--- config.mk ---
export PLATFORM = sky130hd
export DESIGN_NAME = nanorv32_divseq
export DESIGN_NICKNAME = d
export VERILOG_FILES = /design/src/rtl/nanorv32_divseq.sv
export SDC_FILE = /design/constraint.sdc
export NUM_CORES = 1
export LEC_CHECK = 0
export ABC_AREA = 0
export CORE_MARGIN = 5
export CORE_UTILIZATION = 46
export DETAILED_ROUTE_END_ITERATION = 7
export HOLD_SLACK_MARGIN = 0.06
export PLACE_DENSITY = 0.77
export REMOVE_ABC_BUFFERS = 1
export SLEW_MARGIN = 0
export SYNTH_ARGS = -nofsm -noshare
export SYNTH_HDL_FRONTEND = slang
export SYNTH_SLANG_ARGS = --single-unit
export TNS_END_PERCENT = 10
--- constraint.sdc ---
create_clock -name clk -period 13.9 [get_ports clk]
set_input_delay 3.475 -clock clk [delete_from_list [all_inputs] [get_ports clk]]
set_output_delay 3.475 -clock clk [all_outputs]
set_load 0.03 [all_outputs]
--- src/rtl/nanorv32_divseq.sv ---
// -----------------------------------------------------------------------------
// nanorv32_divseq
//
// Sequencer between the execute stage and the iterative divider. It accepts
// DIV/DIVU/REM/REMU ops, drives the divider request/response handshake and
// holds the pipeline while an op is in flight.
//
// Divide-by-zero and signed overflow are resolved locally in one cycle.
// A single-entry cache keeps the last quotient/remainder pair, so a DIV
// followed by a REM on the same operands does not use the divider again.
// A pipeline flush aborts the current op cleanly.
//
// Ports
//   clk, rst_n        core clock, asynchronous active-low reset
//   op_valid          divide-class op present at execute (held while stall=1)
//   op_signed         1: DIV/REM, 0: DIVU/REMU
//   op_rem            1: remainder result, 0: quotient result
//   op_a, op_b        dividend / divisor
//   flush             pipeline flush, kills the current op
//   stall             hold pipeline (combinational)
//   res_valid, res    one-cycle registered result strobe and result
//   div_req_*         request channel to the divider (fields registered)
//   div_resp_*        response channel from the divider
// -----------------------------------------------------------------------------
module nanorv32_divseq #(
   parameter int DATA_W   = 32,
   parameter bit CACHE_EN = 1'b1
) (
   input  logic              clk,
   input  logic              rst_n,
   input  logic              op_valid,
   input  logic              op_signed,
   input  logic              op_rem,
   input  logic [DATA_W-1:0] op_a,
   input  logic [DATA_W-1:0] op_b,
   input  logic              flush,
   output logic              stall,
   output logic              res_valid,
   output logic [DATA_W-1:0] res,
   output logic              div_req_valid,
   input  logic              div_req_ready,
   output logic              div_req_signed,
   output logic [DATA_W-1:0] div_req_a,
   output logic [DATA_W-1:0] div_req_b,
   input  logic              div_resp_valid,
   input  logic [DATA_W-1:0] div_resp_quo,
   input  logic [DATA_W-1:0] div_resp_rem
);

   typedef enum logic [2:0] {
      S_IDLE  = 3'd0,
      S_REQ   = 3'd1,
      S_WAIT  = 3'd2,
      S_DONE  = 3'd3,
      S_DRAIN = 3'd4
   } state_t;

   localparam logic signed [DATA_W-1:0] MIN_NEG  = {1'b1, {(DATA_W-1){1'b0}}};
   localparam logic signed [DATA_W-1:0] MINUS_1  = '1;

   // ---------------------------------------------------------------------------
   // Helper functions
   // ---------------------------------------------------------------------------

   // Signed overflow: most negative value divided by -1.
   function automatic logic is_signed_ovf(input logic sgn,
                                          input logic signed [DATA_W-1:0] a,
                                          input logic signed [DATA_W-1:0] b);
      return sgn && (a == MIN_NEG) && (b == MINUS_1);
   endfunction

   // Architected results for the two special cases. Divide-by-zero yields
   // all-ones / dividend; overflow yields dividend / zero.
   function automatic logic [DATA_W-1:0] special_result(input logic          rem,
                                                        input logic          div_zero,
                                                        input logic [DATA_W-1:0] a);
      if (div_zero)
         return rem ? a : {DATA_W{1'b1}};
      else
         return rem ? {DATA_W{1'b0}} : a;
   endfunction

   function automatic logic [DATA_W-1:0] select_result(input logic          rem,
                                                       input logic [DATA_W-1:0] quo,
                                                       input logic [DATA_W-1:0] rmd);
      return rem ? rmd : quo;
   endfunction

   // ---------------------------------------------------------------------------
   // State and storage
   // ---------------------------------------------------------------------------
   state_t state, next_state;

   logic              req_signed;
   logic              req_rem;
   logic [DATA_W-1:0] req_a;
   logic [DATA_W-1:0] req_b;

   logic              cache_vld;
   logic [DATA_W-1:0] tag_a;
   logic [DATA_W-1:0] tag_b;
   logic              tag_signed;
   logic [DATA_W-1:0] c_quo;
   logic [DATA_W-1:0] c_rem;

   // ---------------------------------------------------------------------------
   // Op classification (only meaningful while IDLE)
   // ---------------------------------------------------------------------------
   logic accept;
   logic div_zero;
   logic sovf;
   logic special;
   logic hit;
   logic miss;
   logic resp_in_wait;

   assign accept   = (state == S_IDLE) && op_valid && !flush;
   assign div_zero = (op_b == '0);
   assign sovf     = is_signed_ovf(op_signed, op_a, op_b);
   assign special  = div_zero || sovf;
   assign hit      = CACHE_EN && cache_vld &&
                     (op_a == tag_a) && (op_b == tag_b) && (op_signed == tag_signed);
   // Special cases win over a cache hit.
   assign miss     = accept && !special && !hit;

   // The cache captures every response seen in WAIT, even one that arrives
   // with a flush: the operands were valid, only the result is unwanted.
   assign resp_in_wait = (state == S_WAIT) && div_resp_valid;

   // ---------------------------------------------------------------------------
   // FSM: state register
   // ---------------------------------------------------------------------------
   always_ff @(posedge clk or negedge rst_n) begin
      if (!rst_n)
         state <= S_IDLE;
      else
         state <= next_state;
   end

   // ---------------------------------------------------------------------------
   // FSM: next-state logic
   // ---------------------------------------------------------------------------
   always_comb begin
      next_state = state;
      unique case (state)
         S_IDLE: begin
            if (accept) begin
               if (special || hit)
                  next_state = S_DONE;
               else
                  next_state = S_REQ;
            end
         end
         S_REQ: begin
            if (flush)
               next_state = S_IDLE;
            else if (div_req_ready)
               next_state = S_WAIT;
         end
         S_WAIT: begin
            if (div_resp_valid)
               next_state = flush ? S_IDLE : S_DONE;
            else if (flush)
               next_state = S_DRAIN;
         end
         S_DONE: begin
            // op_valid is deliberately not looked at: the op retires here.
            next_state = S_IDLE;
         end
         S_DRAIN: begin
            if (div_resp_valid)
               next_state = S_IDLE;
         end
         default: next_state = S_IDLE;
      endcase
   end

   // ---------------------------------------------------------------------------
   // FSM: combinational outputs
   // ---------------------------------------------------------------------------
   always_comb begin
      stall         = 1'b0;
      div_req_valid = 1'b0;
      unique case (state)
         S_IDLE, S_WAIT, S_DRAIN: stall = op_valid && !flush;
         S_REQ: begin
            stall         = op_valid && !flush;
            div_req_valid = !flush;
         end
         S_DONE:  stall = 1'b0;
         default: stall = 1'b0;
      endcase
   end

   assign div_req_signed = req_signed;
   assign div_req_a      = req_a;
   assign div_req_b      = req_b;

   // ---------------------------------------------------------------------------
   // Result register and result strobe
   // ---------------------------------------------------------------------------
   always_ff @(posedge clk or negedge rst_n) begin
      if (!rst_n) begin
         res_valid <= 1'b0;
         res       <= '0;
      end else begin
         res_valid <= (next_state == S_DONE);
         if (accept && special)
            res <= special_result(op_rem, div_zero, op_a);
         else if (accept && hit)
            res <= select_result(op_rem, c_quo, c_rem);
         else if (resp_in_wait && !flush)
            res <= select_result(req_rem, div_resp_quo, div_resp_rem);
      end
   end

   // ---------------------------------------------------------------------------
   // Request registers: loaded on a miss, stable until the divider accepts
   // ---------------------------------------------------------------------------
   always_ff @(posedge clk or negedge rst_n) begin
      if (!rst_n) begin
         req_signed <= 1'b0;
         req_rem    <= 1'b0;
         req_a      <= '0;
         req_b      <= '0;
      end else if (miss) begin
         req_signed <= op_signed;
         req_rem    <= op_rem;
         req_a      <= op_a;
         req_b      <= op_b;
      end
   end

   // ---------------------------------------------------------------------------
   // Cache: valid bit is cleared only by reset
   // ---------------------------------------------------------------------------
   always_ff @(posedge clk or negedge rst_n) begin
      if (!rst_n)
         cache_vld <= 1'b0;
      else if (resp_in_wait)
         cache_vld <= 1'b1;
   end

   // Cache payload is qualified by cache_vld, so it needs no reset.
   always_ff @(posedge clk) begin
      if (resp_in_wait) begin
         tag_a      <= req_a;
         tag_b      <= req_b;
         tag_signed <= req_signed;
         c_quo      <= div_resp_quo;
         c_rem      <= div_resp_rem;
      end
   end

endmodule

==> results.json <==
{
  "antenna_cells": 0,
  "wl_per_cell_um": 23.54,
  "power_mw": 2.240,
  "htreeDepth": 1,
  "p_int_mw": 1.528,
  "overflow": 0,
  "dp_cells": 1219,
  "final_max_slew_viol_count": 0,
  "post_synth.cell_area_avg_um2": 14.00,
  "gp_congestion": 0.8329,
  "place_area_um2": 12940,
  "dr.pass1.iters": 5,
  "final_common_cell": "clkdlybuf4s50_1",
  "cap_viol_max_count": 0,
  "route.detailed.drc": 0,
  "synthTopCellsByArea": "edfxtp_1 (38%), dfrtp_1 (25%), mux2i_1 (6.2%)",
  "grt_pass1_vias": 7449,
  "clock_path_buffers": 3,
  "clock_latency_ps": 520,
  "clk_pin_slew_ps": 60,
  "dp_hpwl_um": 20410,
  "wl_um": 29780,
  "grt_max_degree": 75,
  "die_area_um2": 25500,
  "synthesis.area_um2": 10310,
  "regArea_um2": 6452,
  "status": "completed",
  "power_leakage_nw": 5.057,
  "row_count": 54,
  "grt_pass1_wl_um": 45360,
  "utilization": 0.6240,
  "p_clk_frac": 0.277,
  "min_period_ps": 8533,
  "final_nets": 1102,
  "layout_common_cells": "clkdlybuf4s50_1 (233), edfxtp_1 (129), dfrtp_1 (102)",
  "hold_path.class": "reg2reg",
  "grtUsageTotal": 0.2266,
  "avgViaCountPerCell": 5.808,
  "min_period_over_period": 0.6139,
  "synth_edf_count": 129,
  "drive_gt1_frac": 0.08731,
  "worst_slew_pin_slew_ps": 1143,
  "antenna_found_initial": 0,
  "nFillCells": 1682,
  "cp_data_required_time_ps": 10430,
  "clock-sinks": 232,
  "yosysWarnings": 0,
  "ioPinCount": 236,
  "hold_buffers": 0,
  "floorplan.initialDensity": 0.4694,
  "ys_async_sr_fraction": 0.4440,
  "cts_resized": 0,
  "final_antenna_net_count": 0,
  "whs_ps": 468.1,
  "post_cts_buffers": 0,
  "synth_largest_area_cell": "edfxtp_1",
  "synth_seq_area_share": 0.6259,
  "critPathCaptureType": "output pin",
  "synth_top_area_frac": 0.3758,
  "port_buffers": 235,
  "coreArea_um2": 21960,
  "ys_types": 46,
  "fin_skew_ps": 11.02,
  "power.switching_mw": 0.7118,
  "power_frac_seq": 0.423,
  "max_freq_mhz": 117.2,
  "design_area_um2": 13700,
  "max-slew-margin-rel": 0.2378,
  "layout.cells.non_filler": 1265,
  "syn_to_final_growth_pct": 32.93,
  "cp-start-kind": "input pin",
  "multi_input_area_um2": 3659,
  "vias": 7347,
  "fp.dieW_um": 159.7,
  "swShare": 0.3178,
  "comb_power_share": 0.300,
  "synthFlopType": "edfxtp_1",
  "rsz0062_at_grt": "false",
  "hold_viol": 0,
  "numCtsBuffers": 25,
  "path_max_fanout": 4,
  "ir_drop_mv": 0.1134,
  "p_per_area_nw_per_um2": 163.5,
  "yosys_register_bits": 232,
  "cts_tree": "built",
  "drtIter0Drc": 629,
  "clk_root_buffer_cell": "clkbuf_16",
  "die_h_um": 159.7,
  "path_class": "in2out",
  "cp.arrival_ps": 5060,
  "syn_inst": 736,
  "finalSetupViolations": 0
}
==> worst max-delay path, cell delays in order <==
cell and delay [ps]:
clkdlybuf4s50_1 470, nor2_1 230, and3_1 210, clkdlybuf4s50_1 670
==> routing by layer <==
metal,track usage,vias up,wire [um]
li1,-,3302,-
met1,0.3230,3667,12740
met2,0.3537,329,13680
met3,0.05438,49,2624
met4,0.05641,0,744
met5,0,-,0
==> layout make-up <==
type | count | area share
multi-input combinational | 449 | 0.2670
sequential | 232 | 0.4709
clock inverter | 6 | 0.002374
clock buffer | 40 | 0.05342
tap | 280 | 0.02557
timing repair buffer | 247 | 0.1777
inverter | 11 | 0.003013
==> stage by stage <==
stage	setup slack, ps	TNS (ps)
floorplan	-5131	-640200
global placement	5435	0
detailed placement	5388	0
CTS	5385	0
global route	5253	0
finish	5367	0
==> power groups by stage <==
| stage | logic (mW) | clock network [mW] | registers, mW |
|---|---|---|---|
| after floorplan | 0.152 | 0 | 1.15 |
| after global placement | 0.670 | 0 | 0.953 |
| after detailed placement | 0.677 | 0 | 0.960 |
| after CTS | 0.680 | 0.634 | 0.948 |
| after global routing | 0.704 | 0.669 | 0.961 |
| final | 0.673 | 0.620 | 0.947 |
==> cell usage after synthesis (3+ instances only) <==
cell type	count
nand3_1	5
nand2b_1	11
nand4_1	15
inv_1	11
o22a_1	32
a21boi_0	32
nor2b_1	7
nor4_1	23
a41oi_1	32
xor2_1	38
dfrtp_1	103
edfxtp_1	129
nand2_1	6
mux2_1	40
clkbuf_1	30
buf_4	5
xnor2_1	11
o21ai_0	32
or4_1	4
mux2i_1	64
mux2_2	26
nor2_1	38
o21ai_1	3
buf_2	9
==> path summary, 6_finish.rpt <==
check,startpoint,endpoint,slack (ps),cells past startpoint
worst max register to register,tag_b[30],div_req_signed,10080,8
worst max-delay path,flush,div_req_valid,5370,4
max in group asynchronous,rst_n,req_rem,9690,2
min in group asynchronous,rst_n,div_req_a[31],3000,1
worst min register to register,div_req_b[1],tag_b[1],470,0
worst min-delay path,div_req_b[1],tag_b[1],470,0
==> cells by family (layout without fill, tap and decap cells) <==
logic type | Yosys count | count (layout) | share of synthesized area
AO/OA/AOI/OAI | 147 | 147 | 0.1088
XOR/XNOR | 49 | 49 | 0.04164
buffers and inverters | 55 | 304 | 0.02294
flip-flops | 232 | 232 | 0.6259
multiplexers | 130 | 130 | 0.1343
AND/OR/NAND/NOR | 123 | 123 | 0.06652
==> flip-flops by register name, summed over array words and instances, names as in the netlist, 3 cells and up <==
signal,flops
c_quo,32
c_rem,32
div_req_a,32
div_req_b,32
res,32
state,3
tag_a,32
tag_b,32
Power figures use the tool's default switching activity.
